$ cat config.mk
export PLATFORM = sky130hd
export DESIGN_NAME = rom_scan_controller
export DESIGN_NICKNAME = d
export VERILOG_FILES = /design/src/rtl/rom_scan_controller.sv
export SDC_FILE = /design/constraint.sdc
export NUM_CORES = 1
export LEC_CHECK = 0
export CORE_UTILIZATION = 43
export DETAILED_ROUTE_END_ITERATION = 10
export HOLD_SLACK_MARGIN = 0.06
export PLACE_DENSITY_LB_ADDON = 0.08
export SLEW_MARGIN = 20
export SYNTH_ARGS = -nofsm -noshare
export SYNTH_HDL_FRONTEND = slang
export SYNTH_SLANG_ARGS = --single-unit
$ cat constraint.sdc
create_clock -name clk_2 -period 1.5 [get_ports clk_2]
set_input_delay 0.15 -clock clk_2 [delete_from_list [all_inputs] [get_ports clk_2]]
set_output_delay 0.15 -clock clk_2 [all_outputs]
set_load 0.03 [all_outputs]
$ cat src/rtl/rom_scan_controller.sv
// ROM scan sequencer: walks ROM addresses, issues reads, waits the ROM latency and
// presents each word as a latched value plus a 7-segment hex glyph.
module rom_scan_controller #(
  parameter int ADDR_WIDTH   = 2,
  parameter int DATA_WIDTH   = 4,
  parameter int ROM_LATENCY  = 1,
  parameter int DWELL_CYCLES = 4
) (
  input  logic                  clk_2,
  input  logic                  reset,
  input  logic                  auto_mode,
  input  logic                  run,
  input  logic                  step,
  output logic [ADDR_WIDTH-1:0] rom_addr,
  output logic                  rom_rd,
  input  logic [DATA_WIDTH-1:0] rom_data,
  output logic [DATA_WIDTH-1:0] data_out,
  output logic                  data_valid,
  output logic [7:0]            seg,
  output logic                  busy,
  output logic                  wrap
);

  typedef enum logic [1:0] {
    ST_IDLE  = 2'd0,
    ST_ISSUE = 2'd1,
    ST_WAIT  = 2'd2,
    ST_SHOW  = 2'd3
  } state_t;

  localparam int WAIT_W  = $clog2(ROM_LATENCY + 1);
  localparam int DWELL_W = $clog2(DWELL_CYCLES + 1);
  localparam logic [WAIT_W-1:0]  WAIT_LAST  = WAIT_W'(ROM_LATENCY - 1);
  localparam logic [DWELL_W-1:0] DWELL_LAST = DWELL_W'(DWELL_CYCLES - 1);

  state_t             state;
  state_t             state_next;
  logic [WAIT_W-1:0]  wait_cnt;
  logic [DWELL_W-1:0] dwell_cnt;
  logic               wait_done;
  logic               dwell_done;
  logic               show_exit;

  function automatic logic [7:0] hex_glyph(input logic [3:0] digit);
    logic [7:0] pattern;
    case (digit)
      4'h0: pattern = 8'h3F;
      4'h1: pattern = 8'h06;
      4'h2: pattern = 8'h5B;
      4'h3: pattern = 8'h4F;
      4'h4: pattern = 8'h66;
      4'h5: pattern = 8'h6D;
      4'h6: pattern = 8'h7D;
      4'h7: pattern = 8'h07;
      4'h8: pattern = 8'h7F;
      4'h9: pattern = 8'h6F;
      4'hA: pattern = 8'h77;
      4'hB: pattern = 8'h7C;
      4'hC: pattern = 8'h39;
      4'hD: pattern = 8'h5E;
      4'hE: pattern = 8'h79;
      default: pattern = 8'h71;
    endcase
    return pattern;
  endfunction

  assign wait_done  = (state == ST_WAIT) && (wait_cnt == WAIT_LAST);
  assign dwell_done = (dwell_cnt == DWELL_LAST);
  // Mode is looked at live in SHOW, so a mode change during a read only matters here.
  assign show_exit  = (state == ST_SHOW) && (auto_mode ? dwell_done : step);

  // NOTE: sequential state uses non-blocking assignments so every register samples pre-edge values.
  always_ff @(posedge clk_2) begin
    if (reset) begin
      state <= ST_IDLE;
    end else begin
      state <= state_next;
    end
  end

  always_comb begin
    // NOTE: default first so no path leaves state_next unassigned and infers a latch.
    state_next = state;
    case (state)
      ST_IDLE: begin
        if (auto_mode ? run : step) state_next = ST_ISSUE;
      end
      ST_ISSUE: state_next = ST_WAIT;
      ST_WAIT: begin
        if (wait_done) state_next = ST_SHOW;
      end
      ST_SHOW: begin
        if (show_exit) begin
          state_next = (auto_mode && !run) ? ST_IDLE : ST_ISSUE;
        end
      end
      default: state_next = ST_IDLE;
    endcase
  end

  always_comb begin
    rom_rd = (state == ST_ISSUE);
    busy   = (state != ST_IDLE);
  end

  // NOTE: every datapath register is reset because outputs must blank immediately on reset.
  always_ff @(posedge clk_2) begin
    if (reset) begin
      rom_addr   <= '0;
      data_out   <= '0;
      data_valid <= 1'b0;
      seg        <= 8'h00;
      wrap       <= 1'b0;
      wait_cnt   <= '0;
      dwell_cnt  <= '0;
    end else begin
      data_valid <= 1'b0;
      wrap       <= 1'b0;

      if (wait_done) begin
        data_out   <= rom_data;
        seg        <= hex_glyph(4'(rom_data));
        data_valid <= 1'b1;
      end

      if (show_exit) begin
        rom_addr <= rom_addr + ADDR_WIDTH'(1);
        wrap     <= &rom_addr;
      end

      if ((state == ST_WAIT) && !wait_done) begin
        wait_cnt <= wait_cnt + WAIT_W'(1);
      end else begin
        wait_cnt <= '0;
      end

      // Dwell count saturates so a long manual hold cannot wrap it.
      if ((state == ST_SHOW) && !show_exit) begin
        if (!dwell_done) dwell_cnt <= dwell_cnt + DWELL_W'(1);
      end else begin
        dwell_cnt <= '0;
      end
    end
  end

endmodule

### Word-level counts from Yosys, hierarchy flattened

Memories as Yosys holds them, arrays and structs flattened. A register that Yosys moved wholly into a read port is not among the register bits.
Cells that the tools add are included.

| cells by class | value |
|---|---|
| $add $sub $neg | 3 |
| multipliers | 0 |
| div/mod/pow operators | 0 |
| order comparisons | 0 |
| eq/ne operators | 7 |
| shift-type cells | 0 |
| multiplexer cells | 8 |
| bitwise gates (word level) | 4 |
| reduce and logical (&&, ||, !) cells | 15 |

Operators by type and width:

| operator | count |
|---|---|
| $pmux W2 S4 | 1 |
| $mux W2 | 3 |
| $ne A2 B2 Y1 const B | 3 |
| $reduce_or A2 Y1 | 3 |
| $logic_and A1 B1 Y1 | 5 |
| $eq A2 B2 Y1 const B | 2 |
| $mux W1 | 4 |
| $not A1 Y1 | 4 |
| $add A3 B1 Y3 const B | 1 |
| $eq A3 B2 Y1 const B | 1 |
| $logic_not A1 Y1 | 3 |
| $reduce_and A3 Y1 | 1 |
| $add A2 B1 Y2 const B | 1 |
| $eq A2 B1 Y1 const B | 1 |
| $logic_not A2 Y1 | 1 |
| $reduce_and A2 Y1 | 1 |
| $reduce_bool A2 Y1 | 1 |
| $add A1 B1 Y1 const B | 1 |

| storage, ports and cells | value |
|---|---|
| bits in registers | 22 |
| bits in latches | 0 |
| bits in writable memories | 0 |
| ROM bits | 112 |
| output and inout bits | 18 |
| word-level logic and storage cells | 46 |
| memories kept | 1 |

Memory list:

| memory | depth | bits a word | read ports | clocked after Yosys merged registers in | write ports | line | RTL |
|---|---|---|---|---|---|---|---|
| (name not given) | 16 | 7 | 1 | 1 | 0 | 46 | `case (digit)` |

### Depth between registers and ports, before layout

Gate-level depths: netlist (run 1).

| depth | value |
|---|---|
| word-level depth | 7 |
| gate-level depth with buffers | 6 |
| depth with buffers taken out | 6 |

### Worst setup path before layout (run 1)

No wires, ideal clock.

| timing | value |
|---|---|
| path kind | register to register |
| start | reg dwell_cnt[0] |
| end | reg state[1] |
| library setup time | 0.128 ns |
| data arrival time | 1.433 ns |
| slack | -0.060 ns |
| cell stages (with the launch flop) | 7 |
| path through | dfxtp_1 > ha_1 > ha_1 > mux2i_1 > a221oi_2 > mux2i_1 > nor2_1 |

| between the ends | value |
|---|---|
| cells in the longest elaborated chain, start to end | 5 |

Ends and longest elaborated chain:

| what | line | RTL |
|---|---|---|
| from (decl) | 39 | `logic [DWELL_W-1:0] dwell_cnt;` |
| from (signal assigned) | 139 | `if (!dwell_done) dwell_cnt <= dwell_cnt + DWELL_W'(1);` |
| $eq A3 B2 Y1 | 68 | `assign dwell_done = (dwell_cnt == DWELL_LAST);` |
| $mux W1 | 70 | `assign show_exit = (state == ST_SHOW) && (auto_mode ? dwell_done : step);` |
| $logic_and A1 B1 Y1 | 70 |  |
| $ne A2 B2 Y1 (no source line) | - |  |
| $reduce_and A3 Y1 (no source line) | - |  |
| to (signal assigned) | 77 | `state <= state_next;` |
| to (decl) | 36 | `state_t state;` |

Every way passes these cells.
A chain may end at the register's enable or synchronous reset.

### Worst setup path in the final report (run 1)

| timing | value |
|---|---|
| start | reg state[0] |
| end | reg state[1] |

| between the ends | value |
|---|---|
| cells in the longest elaborated chain, start to end | 4 |

Ends and longest elaborated chain:

| what | line |
|---|---|
| $eq A2 B2 Y1 (on tied branches) | 70, 84, 67 |
| $logic_and A1 B1 Y1 (on tied branches) | 70, 67 |
| $ne A2 B2 Y1 (no source line) | - |
| $reduce_and A3 Y1 (no source line) | - |

Parallel ways exist; a longest one is shown, timed or not.

==> metrics.md, run 1 <==
| Metric | Value |
|---|---|
| CTS sink count | `21` |
| Initial antenna violation count | `0` |
| Slew Viols, Final | `0` |
| Critical Path RT | `1700 ps` |
| Die area | `around 0.0028 sq mm` |
| Synthesized area | `roughly 0.0011 sq mm` |
| DRC violations left | `0` |
| Diode count | `0` |
| Status | `finished clean` |
| Worst setup EP type | `register` |
| Synth Area in Adders | `between 15 and 20%` |
| Layout cell share with drive strength beyond 1 | `a little under a fifth` |
| Die boundary height | `approximately 53 microns` |
| Ys async rst share | `0%` |
| Seq cells post-synth | `21` |
| Max Root-Sink Buffers | `2` |
| DPL Wire Length | `1783 microns` |
| Post-Synth XOR/XNOR Area | `under 10%` |
| Pre-Repair DR Iteration Count | `4` |
| Final Critical Period | `approximately 1500 ps` |
| H-tree depth | `1` |
| VDD IR max | `~960 uV` |
| Worst R2R End | `state[1]$_SDFFE_PP0P_` |
| Routed Antenna Nets | `0` |
| Cell variety after synth | `25` |
| Mapped Avg Cell Area | `around 8.6 sq um` |
| Final worst setup slack | `46.12 ps` |
| Worst r2r path cells | `5` |
| Die W | `about 53 microns` |
| Synth top area share | `roughly 37%` |
| Cells after Synth | `between 100 and 150` |
| Crit-path max cell delay | `about 370 ps` |
| Hold Path End | `seg[0]$_SDFFE_PP0P_` |
| Leading area contributor after synthesis | `dfxtp_1` |
| Critical Path AT | `approximately 1700 ps` |
| Area delta synth->final | `44.05%` |
| Warnings from Yosys | `0` |
| R2R Setup Slk | `50 ps` |
| Final Total Pwr | `1.711 mW` |
| CTS clk-pin slew, worst paths | `about 120 ps` |
| 1st-iter DRT viols | `11` |
| Main synth FF type | `dfxtp_1` |
| IO buf count | `25` |
| Vias per inst | `4.815` |
| # nets final | `195` |
| Power Density | `around 1100 mW/mm^2` |
| Comb pwr share | `45.2%` |
| Total track usage | `about a fifth` |
| Final hold violation count | `0` |
| First-pass GRT wire length | `roughly 3800 microns` |
| Core area | `approximately 0.0025 sq mm` |
| Setup CP Type | `register to register` |
| Worst Setup Start Kind | `register` |
| Placement Cell Area | `about 0.0015 sq mm` |
| HP Start | `seg[0]$_SDFFE_PP0P_` |
| Hold slack | `between 400 and 500 ps` |
| Hold depth | `2` |
| Vias | `between 900 and 1000` |
| Final Cell Area | `0.001620 sq mm` |
| EDFF count, synth | `0` |
| RSZ-0062 raised after global routing | `true` |
| Fraction of synthesized area in multiplexers | `under 10%` |
| # hold bufs at CTS | `0` |
| Leakage | `0.8550 nW` |
| Initial Util | `around 45%` |
| Top post-synthesis cells by area | `dfxtp_1 37%, ha_1 17%, a21oi_1 7.1%, nand2_1 6.3%, mux2i_1 4.4%` |
| CP max-delay cell | `a221oi_4` |
| Number of global-route vias before repair | `roughly 840` |
| # rows | `18` |
| Clock power share | `between 10% and 20%` |
| CTS root buf | `clkbuf_4` |
| Setup tns final | `0 ps` |
| RePlAce Congestion | `roughly 0.81` |
| Compound-Gate Fraction of Synth Area | `15.35%` |
| CP max FO | `4` |
| Post-Synth Simple-Gate Area | `approximately 19%` |
| Sw power | `0.6414 mW` |
| Cell chain of the critical path | `buf_4 > ha_1 > a221oi_4 > mux2i_1 > nor2_1` |
| CTS tree | `built` |
| Clock latency on the worst-skew pair | `approximately 300 ps` |
| Highest clock rate | `around 690 MHz` |
| Drt total wl | `2322 microns` |
| Clk_skew | `roughly 6.0 ps` |
| Sequential share of power | `between 30% and 40%` |
| Placed Cells incl. Taps | `about 200` |
| Fin cells | `200` |
| Final Cycle Share | `a little over nine tenths` |
| Max-cap violations | `0` |
| CTS Buf Count | `3` |
| GRT overflow | `0` |
| Class of the worst hold path | `register to register` |
| Final setup fails | `0` |
| Drt wl/cell | `about 12 microns` |
| Net Sw Frac | `between 30% and 40%` |
| Largest family of logic cells by synthesized area | `simple AND/OR/NAND/NOR gates` |
| Crit Reg-Reg Startpoint | `state[0]$_SDFFE_PP0P_` |
| Post-route core utilization | `65.40%` |
| Sequential share of the synthesized area | `between 30% and 40%` |
| Internal power | `1.069 mW` |
| Largest net degree at the start of global routing | `12` |
| Dpl ws | `-144.0 ps` |
| I/O Pins | `27` |
power groups by stage:
stage | combinational, mW | clock (mW) | sequential [mW]
6_report | 0.773 | 0.272 | 0.666
2_1_floorplan | 0.380 | 0 | 0.746
3_5_place_dp | 0.725 | 0 | 0.674
5_1_grt | 0.842 | 0.314 | 0.675
3_3_place_gp | 0.714 | 0 | 0.670
4_1_cts | 0.718 | 0.289 | 0.662
synthesized netlist by cell type (2+ instances only):
library cell  number
a21oi_1           16
and2_1             2
clkbuf_1           6
dfxtp_1           21
ha_1              15
inv_1              6
mux2i_1            5
nand2_1           19
nand2b_1           2
nand3_1            2
nor2_1             9
nor2b_1            5
nor3_1             3
nor3b_1            2
o211ai_1           5
o21ai_0            3
xor2_1             2
area by class of cell:
cell class	instances	area, sq um
Inverter	6	22.52
Sequential cell	21	425.4
Timing Repair Buffer	41	392.9
Tap cell	30	37.54
Multi-Input combinational cell	98	715.7
Clock buffer	4	26.28
Fill cell	218	857.1
per-layer routing:
layer,vias to the layer above,share of wire [%],global-route usage [%]
met5,-,0,0
met2,14,43,27.43
met1,426,53,26.69
li1,521,-,-
met4,0,0.60,6.579
met3,2,3.4,3.448
critical path: cells and delay by family, from the launching register on:
family	cells	cell delay [ps]
buffers and inverters	1	140
adder cells (fa/ha/maj)	1	230
multiplexers	1	230
AND/OR/NAND/NOR	1	50
AO/OA/AOI/OAI	1	370
flip-flops	1	340
cells in the final DEF, fill, tap and decap left out, drive strengths merged, types with 3 or more instances in the layout:
cell	count
nor2b	5
dfxtp	21
o21ai	3
clkdlybuf4s50	10
a21oi	16
mux2i	5
ha	15
clkbuf	4
nor2	9
o211ai	5
dlymetal6s2s	11
nand2	19
inv	6
nor3	3
buf	17
kinds of logic (layout without fill, tap and decap cells):
logic type / Yosys count / after routing
other: 1 / 2
AOI/OAI and AO/OA: 28 / 28
xor gates and xnor gates: 2 / 2
buffers and inverters: 13 / 51
DFF: 21 / 21
and+or+nand+nor: 45 / 45
adders and majority gates: 15 / 15
muxes: 6 / 6
what timing repair did:
action | CTS | global route
setup endpoints to repair | 7 | 15
setup buffers | 1 | 0
resized for setup | 8 | 19
pin swaps | 2 | 1
worst max-delay path by stage:
stage	from	to	slack [ps]
3_3_place_gp	auto_mode	state[0]$_SDFFE_PP0P_	-90
5_1_grt	dwell_cnt[0]$_SDFFE_PP0P_	state[1]$_SDFFE_PP0P_	-30
3_5_place_dp	auto_mode	state[0]$_SDFFE_PP0P_	-140
4_1_cts	state[1]$_SDFFE_PP0P_	rom_rd	3
6_report	state[0]$_SDFFE_PP0P_	state[1]$_SDFFE_PP0P_	50
2_1_floorplan	dwell_cnt[0]$_SDFFE_PP0P_	state[1]$_SDFFE_PP0P_	30
registers in the layout, indices dropped and copies added, names as in the netlist:
signal / count
data_valid: 1
data_out: 4
wait_cnt: 1
seg: 7
state: 2
dwell_cnt: 3
rom_addr: 2
wrap: 1
No activity file was read; power rests on OpenSTA's default activity.
==> inputs of run 2 (changes only) <==
- SKIP_LAST_GASP: not set -> 1
==> run 2 against run 1 <==
Against the previous run:
- design area stayed put
- combinational power hardly changed
- clock power hardly changed
==> metrics.md, run 2 (synthesized netlist as in run 1, its figures left out) <==
| Metric | Value |
|---|---|
| IO buf count | `25 (unchanged)` |
| Worst setup path end | `state[1]$_SDFFE_PP0P_ (unchanged)` |
| Setup tns final | `0 ps (unchanged)` |
| Vias per inst | `4.815 (unchanged)` |
| Clk_skew | `5.989 ps (unchanged)` |
| CP max FO | `4 (unchanged)` |
| RSZ-0062 raised after global routing | `true (unchanged)` |
| Diode count | `0 (unchanged)` |
| Max Root-Sink Buffers | `2 (unchanged)` |
| Leakage | `0.8550 nW (unchanged)` |
| M2 GR Usage | `27.43% (unchanged)` |
| Worst Setup Start Kind | `register (unchanged)` |
| Final Critical Period | `1454 ps (unchanged)` |
| RePlAce Congestion | `0.8071 (unchanged)` |
| Pre-Repair DR Iteration Count | `4 (unchanged)` |
| Post-route core utilization | `65.40% (unchanged)` |
| Die area | `0.002824 sq mm (unchanged)` |
| Grt met3 use | `3.448% (unchanged)` |
| Final Cycle Share | `96.93% (unchanged)` |
| Core area | `0.002477 sq mm (unchanged)` |
| Final hold violation count | `0 (unchanged)` |
| GRT overflow | `0 (unchanged)` |
| CTS root buf | `clkbuf_4 (unchanged)` |
| Slew Viols, Final | `0 (unchanged)` |
| Worst r2r path cells | `5 (unchanged)` |
| Layout cell share with drive strength beyond 1 | `18.82% (unchanged)` |
| R2R Setup Slk | `50 ps (about the same)` |
| DPL Wire Length | `1783 microns (unchanged)` |
| Worst R2R End | `state[1]$_SDFFE_PP0P_ (unchanged)` |
| Most common cell after layout, fill and taps aside | `nand2_1 (unchanged)` |
| VDD IR max | `958.0 uV (unchanged)` |
| Placed Cells incl. Taps | `195 (unchanged)` |
| CTS tree | `built (unchanged)` |
| Final setup fails | `0 (unchanged)` |
| Initial Util | `45.40% (unchanged)` |
| Met1 usage | `26.69% (unchanged)` |
| Crit Reg-Reg Startpoint | `state[0]$_SDFFE_PP0P_ (unchanged)` |
| CTS clk-pin slew, worst paths | `120 ps (about the same)` |
| CP Launch Point | `state[0]$_SDFFE_PP0P_ (unchanged)` |
| Top Registers | `seg (7), data_out (4), dwell_cnt (3) (unchanged)` |
| Final worst setup slack | `46.12 ps (unchanged)` |
| Total track usage | `18.63% (unchanged)` |
| Largest net degree at the start of global routing | `12 (unchanged)` |
| Highest clock rate | `687.8 MHz (unchanged)` |
| Vias | `963 (unchanged)` |
| CTS sink count | `21 (unchanged)` |
| Status | `finished clean (unchanged)` |
| Number of flip-flops in the largest register | `7 (unchanged)` |
| Critical Path AT | `1650 ps (about the same)` |
| Area delta synth->final | `44.05% (unchanged)` |
| Setup CP Type | `register to register (unchanged)` |
| First-pass GRT wire length | `3767 microns (unchanged)` |
| Die W | `53.15 microns (unchanged)` |
| I/O Pins | `27 (unchanged)` |
| H-tree depth | `1 (unchanged)` |
| Critical Path RT | `1700 ps (about the same)` |
| Busiest grt layer | `met2 (unchanged)` |
| Routed Antenna Nets | `0 (unchanged)` |
| Worst setup EP type | `register (unchanged)` |
| Fill count | `218 (unchanged)` |
| Fin cells | `200 (unchanged)` |
| Number of global-route vias before repair | `838 (unchanged)` |
| 1st-iter DRT viols | `11 (unchanged)` |
| Most frequent cells in the layout | `19 x nand2_1, 17 x dfxtp_1, 17 x buf_4 (unchanged)` |
| # rows | `18 (unchanged)` |
| Power Density | `1056 mW/mm^2 (unchanged)` |
| Initial antenna violation count | `0 (unchanged)` |
| Biggest register | `seg (unchanged)` |
| Drt total wl | `2322 microns (unchanged)` |
| Placement Cell Area | `0.001509 sq mm (unchanged)` |
| DRC violations left | `0 (unchanged)` |
| Final Cell Area | `0.001620 sq mm (unchanged)` |
| Drt wl/cell | `11.61 microns (unchanged)` |
| Class of the worst hold path | `register to register (unchanged)` |
| Dpl ws | `-144.0 ps (unchanged)` |
| HP Start | `seg[0]$_SDFFE_PP0P_ (unchanged)` |
| Clock latency on the worst-skew pair | `300 ps (about the same)` |
| # nets final | `195 (unchanged)` |
| Die boundary height | `53.15 microns (unchanged)` |
| Max-cap violations | `0 (unchanged)` |
| CTS Buf Count | `3 (unchanged)` |
[run 2: cell counts in the layout (fill, tap and decap cells not counted)]
Identical to the previous run, type by type.
[run 2: worst max-delay path, stage by stage (launching register included)]
cell      delay (ps)
dfxtp_2          340
buf_4            140
ha_1             230
a221oi_4         370
mux2i_1          230
nor2_1            50
[run 2: final cells by class]
| type | count | area (sq um) | share of cell area (%) |
|---|---|---|---|
| clock buffer | 4 | 26.28 | 1.622 |
| sequential | 21 | 425.4 | 26.25 |
| multi-input combinational | 98 | 715.7 | 44.17 |
| inverter | 6 | 22.52 | 1.390 |
| timing repair buffer | 41 | 392.9 | 24.25 |
| tap | 30 | 37.54 | 2.317 |
[run 2: what timing repair did]
item | 4_1_cts | 5_1_grt
endpoints found under the setup margin | 7 | 15
pin swaps | 2 | 1
setup buffers | 1 | 0
resized for setup | 8 | 19
hold buffers | 0 | 0
[run 2: worst min path at each step]
stage	endpoint	slack [ps]	cells past startpoint
after CTS	seg[6]$_SDFFE_PP0P_	460	2
final	seg[0]$_SDFFE_PP0P_	460	2
after floorplan	data_out[0]$_SDFFE_PP0P_	290	2
after detailed placement	seg[6]$_SDFFE_PP0P_	450	2
after global placement	seg[6]$_SDFFE_PP0P_	440	2
after global routing	seg[5]$_SDFFE_PP0P_	490	2
[run 2: layer usage]
layer	routed length [microns]	vias to the layer above
met5	0	-
met4	14	0
met3	78	2
met2	988	14
met1	1240	426
li1	-	521
[run 2: per-stage QoR]
step	hold WS, ps	power [mW]
after floorplan	286.0	1.126
after global placement	439.3	1.385
after detailed placement	446.4	1.399
after CTS	464.7	1.670
after global routing	490.6	1.831
final	460.3	1.711
[run 2: power breakdown]
| group | total [mW] | leakage, nW | internal, mW | switching [mW] |
|---|---|---|---|---|
| Clock | 0.272 | 0.0150 | 0.103 | 0.168 |
| Combinational | 0.773 | 0.668 | 0.339 | 0.434 |
| Sequential | 0.666 | 0.172 | 0.627 | 0.0390 |
==> inputs of run 3 (changes only) <==
- RECOVER_POWER: not set -> 25
==> run 3 against run 2 <==
Against the previous run:
- clock skew hardly changed
- core utilization is 2.5 points lower
- hold slack better by 2.1 ps
- setup slack hardly changed
- first-iteration DRC count stayed put
- clock power hardly changed
- design area is 3.8% lower
- power is 1.1% lower
- sequential cell count stayed put
- via count stayed put
- die area stayed put
- critical endpoint unchanged
==> metrics.md, run 3 (synthesized netlist as in run 1, its figures left out) <==
| Metric | Value |
|---|---|
| Vias per inst | `4.815 (unchanged)` |
| I/O Pins | `27 (unchanged)` |
| Die boundary height | `53.15 microns (unchanged)` |
| Pre-Repair DR Iteration Count | `4 (unchanged)` |
| Die area | `0.002824 sq mm (unchanged)` |
| CTS Buf Count | `3 (unchanged)` |
| # nets final | `195 (unchanged)` |
| Register area | `425.4 sq um (unchanged)` |
| Drt total wl | `2334 microns (was 2322 microns)` |
| Drt wl/cell | `11.67 microns (was 11.61 microns)` |
| CTS sink count | `21 (unchanged)` |
| RePlAce Congestion | `0.8071 (unchanged)` |
| 1st-iter DRT viols | `11 (unchanged)` |
| Leakage | `0.7117 nW (was 0.8550 nW)` |
| Fill count | `235 (was 218)` |
| Clock latency on the worst-skew pair | `300 ps (about the same)` |
| Final Critical Period | `1453 ps (was 1454 ps)` |
| Setup tns final | `0 ps (unchanged)` |
| CTS root buf | `clkbuf_4 (unchanged)` |
| Worst setup EP type | `register (unchanged)` |
| Total track usage | `18.63% (unchanged)` |
| Power Density | `1085 mW/mm^2 (was 1056 mW/mm^2)` |
| Met2 Wirelength | `985 microns (was 988 microns)` |
| Met3 Routed Length | `83 microns (was 78 microns)` |
| Vias | `963 (unchanged)` |
| # rows | `18 (unchanged)` |
| Hold slack | `462.4 ps (was 460.3 ps)` |
| RSZ-0062 raised after global routing | `true (unchanged)` |
| Top Registers | `seg (7), data_out (4), dwell_cnt (3) (unchanged)` |
| Critical Path RT | `1700 ps (about the same)` |
| Critical Path AT | `1650 ps (about the same)` |
| Post-Route M1 WL | `1250 microns (was 1240 microns)` |
| Final worst setup slack | `46.55 ps (was 46.12 ps)` |
| CP Launch Point | `state[0]$_SDFFE_PP0P_ (unchanged)` |
| Class of the worst hold path | `register to register (unchanged)` |
| Number of flip-flops in the largest register | `7 (unchanged)` |
| DPL Wire Length | `1783 microns (unchanged)` |
| GRT overflow | `0 (unchanged)` |
| Dpl ws | `-144.0 ps (unchanged)` |
| # hold bufs at CTS | `0 (unchanged)` |
| Final hold violation count | `0 (unchanged)` |
| Area of the multi-input gates | `715.7 sq um (unchanged)` |
| DRC violations left | `0 (unchanged)` |
| HP Start | `data_out[1]$_SDFFE_PP0P_ (was seg[0]$_SDFFE_PP0P_)` |
| Die W | `53.15 microns (unchanged)` |
| Most frequent cells in the layout | `19 x nand2_1, 17 x dfxtp_1, 17 x buf_4 (unchanged)` |
| Final setup fails | `0 (unchanged)` |
| Final Cycle Share | `96.90% (was 96.93%)` |
| Worst Setup Start Kind | `register (unchanged)` |
| Crit Reg-Reg Startpoint | `state[0]$_SDFFE_PP0P_ (unchanged)` |
| Routed Antenna Nets | `0 (unchanged)` |
| Largest net degree at the start of global routing | `12 (unchanged)` |
| IO buf count | `25 (unchanged)` |
| First-pass GRT wire length | `3767 microns (unchanged)` |
| Number of global-route vias before repair | `838 (unchanged)` |
| H-tree depth | `1 (unchanged)` |
| Status | `finished clean (unchanged)` |
| Core area | `0.002477 sq mm (unchanged)` |
| Initial antenna violation count | `0 (unchanged)` |
| Clk_skew | `6.408 ps (was 5.989 ps)` |
| CTS clk-pin slew, worst paths | `120 ps (about the same)` |
| Biggest register | `seg (unchanged)` |
| Final Total Pwr | `1.692 mW (was 1.711 mW)` |
| Setup CP Type | `register to register (unchanged)` |
| Initial Util | `45.40% (unchanged)` |
| CTS tree | `built (unchanged)` |
| Area delta synth->final | `38.60% (was 44.05%)` |
| Diode count | `0 (unchanged)` |
| Layout cell share with drive strength beyond 1 | `18.82% (unchanged)` |
| Most common cell after layout, fill and taps aside | `nand2_1 (unchanged)` |
| Top Layer Used | `met4 (unchanged)` |
| Max-cap violations | `0 (unchanged)` |
| CP max FO | `4 (unchanged)` |
| Highest clock rate | `688.0 MHz (was 687.8 MHz)` |
| Slew Viols, Final | `0 (unchanged)` |
| Max Root-Sink Buffers | `2 (unchanged)` |
| VDD IR max | `957.5 uV (was 958.0 uV)` |
run 3: changes by cell type in the layout (fill, tap and decap cells not counted):
cell            before  now
clkbuf_1             1    8
dlymetal6s2s_1      11    4
run 3: layer usage:
layer / up-vias / track usage, %
met1: 425 / 26.69
met4: 0 / 6.579
met2: 14 / 27.43
met3: 2 / 3.448
li1: 522 / -
met5: - / 0
run 3: per-stage QoR:
| step | std cells | instance area, sq um | util [%] |
|---|---|---|---|
| 2_1_floorplan | 132 | 1141 | - |
| 3_3_place_gp | 195 | 1509 | 60.91 |
| 6_report | 200 | 1559 | 62.93 |
| 3_5_place_dp | 195 | 1509 | 60.91 |
| 4_1_cts | 200 | 1558 | 62.88 |
| 5_1_grt | 200 | 1559 | 62.93 |
run 3: what timing repair did:
item | 4_1_cts | 5_1_grt
setup buffers | 1 | 0
pin swaps | 2 | 1
resized for setup | 8 | 19
setup endpoints to repair | 7 | 15
run 3: worst paths after layout:
path / endpoint / slack, ps / depth (start not counted)
hold / removal: data_out[1]$_SDFFE_PP0P_ / 460 / 2
hold reg to reg: data_out[1]$_SDFFE_PP0P_ / 460 / 2
setup reg to reg: state[1]$_SDFFE_PP0P_ / 50 / 5
setup / recovery: state[1]$_SDFFE_PP0P_ / 50 / 5
run 3: area by class of cell:
type / count / area share [%]
multi-input combinational: 98 / 45.91
timing repair buffer: 41 / 21.27
inverter: 6 / 1.445
sequential: 21 / 27.29
clock buffer: 4 / 1.685
tap: 30 / 2.408
run 3: power breakdown:
part | total (mW) | switching (mW) | internal [mW]
Combinational | 0.753 | 0.434 | 0.319
Sequential | 0.667 | 0.0398 | 0.627
Clock | 0.272 | 0.169 | 0.104
Total | 1.69 | 0.643 | 1.05
run 3: worst max-delay path: stages (launching register included):
cell and delay (ps):
dfxtp_2 340, buf_4 140, ha_1 230, a221oi_4 370, mux2i_1 230, nor2_1 50
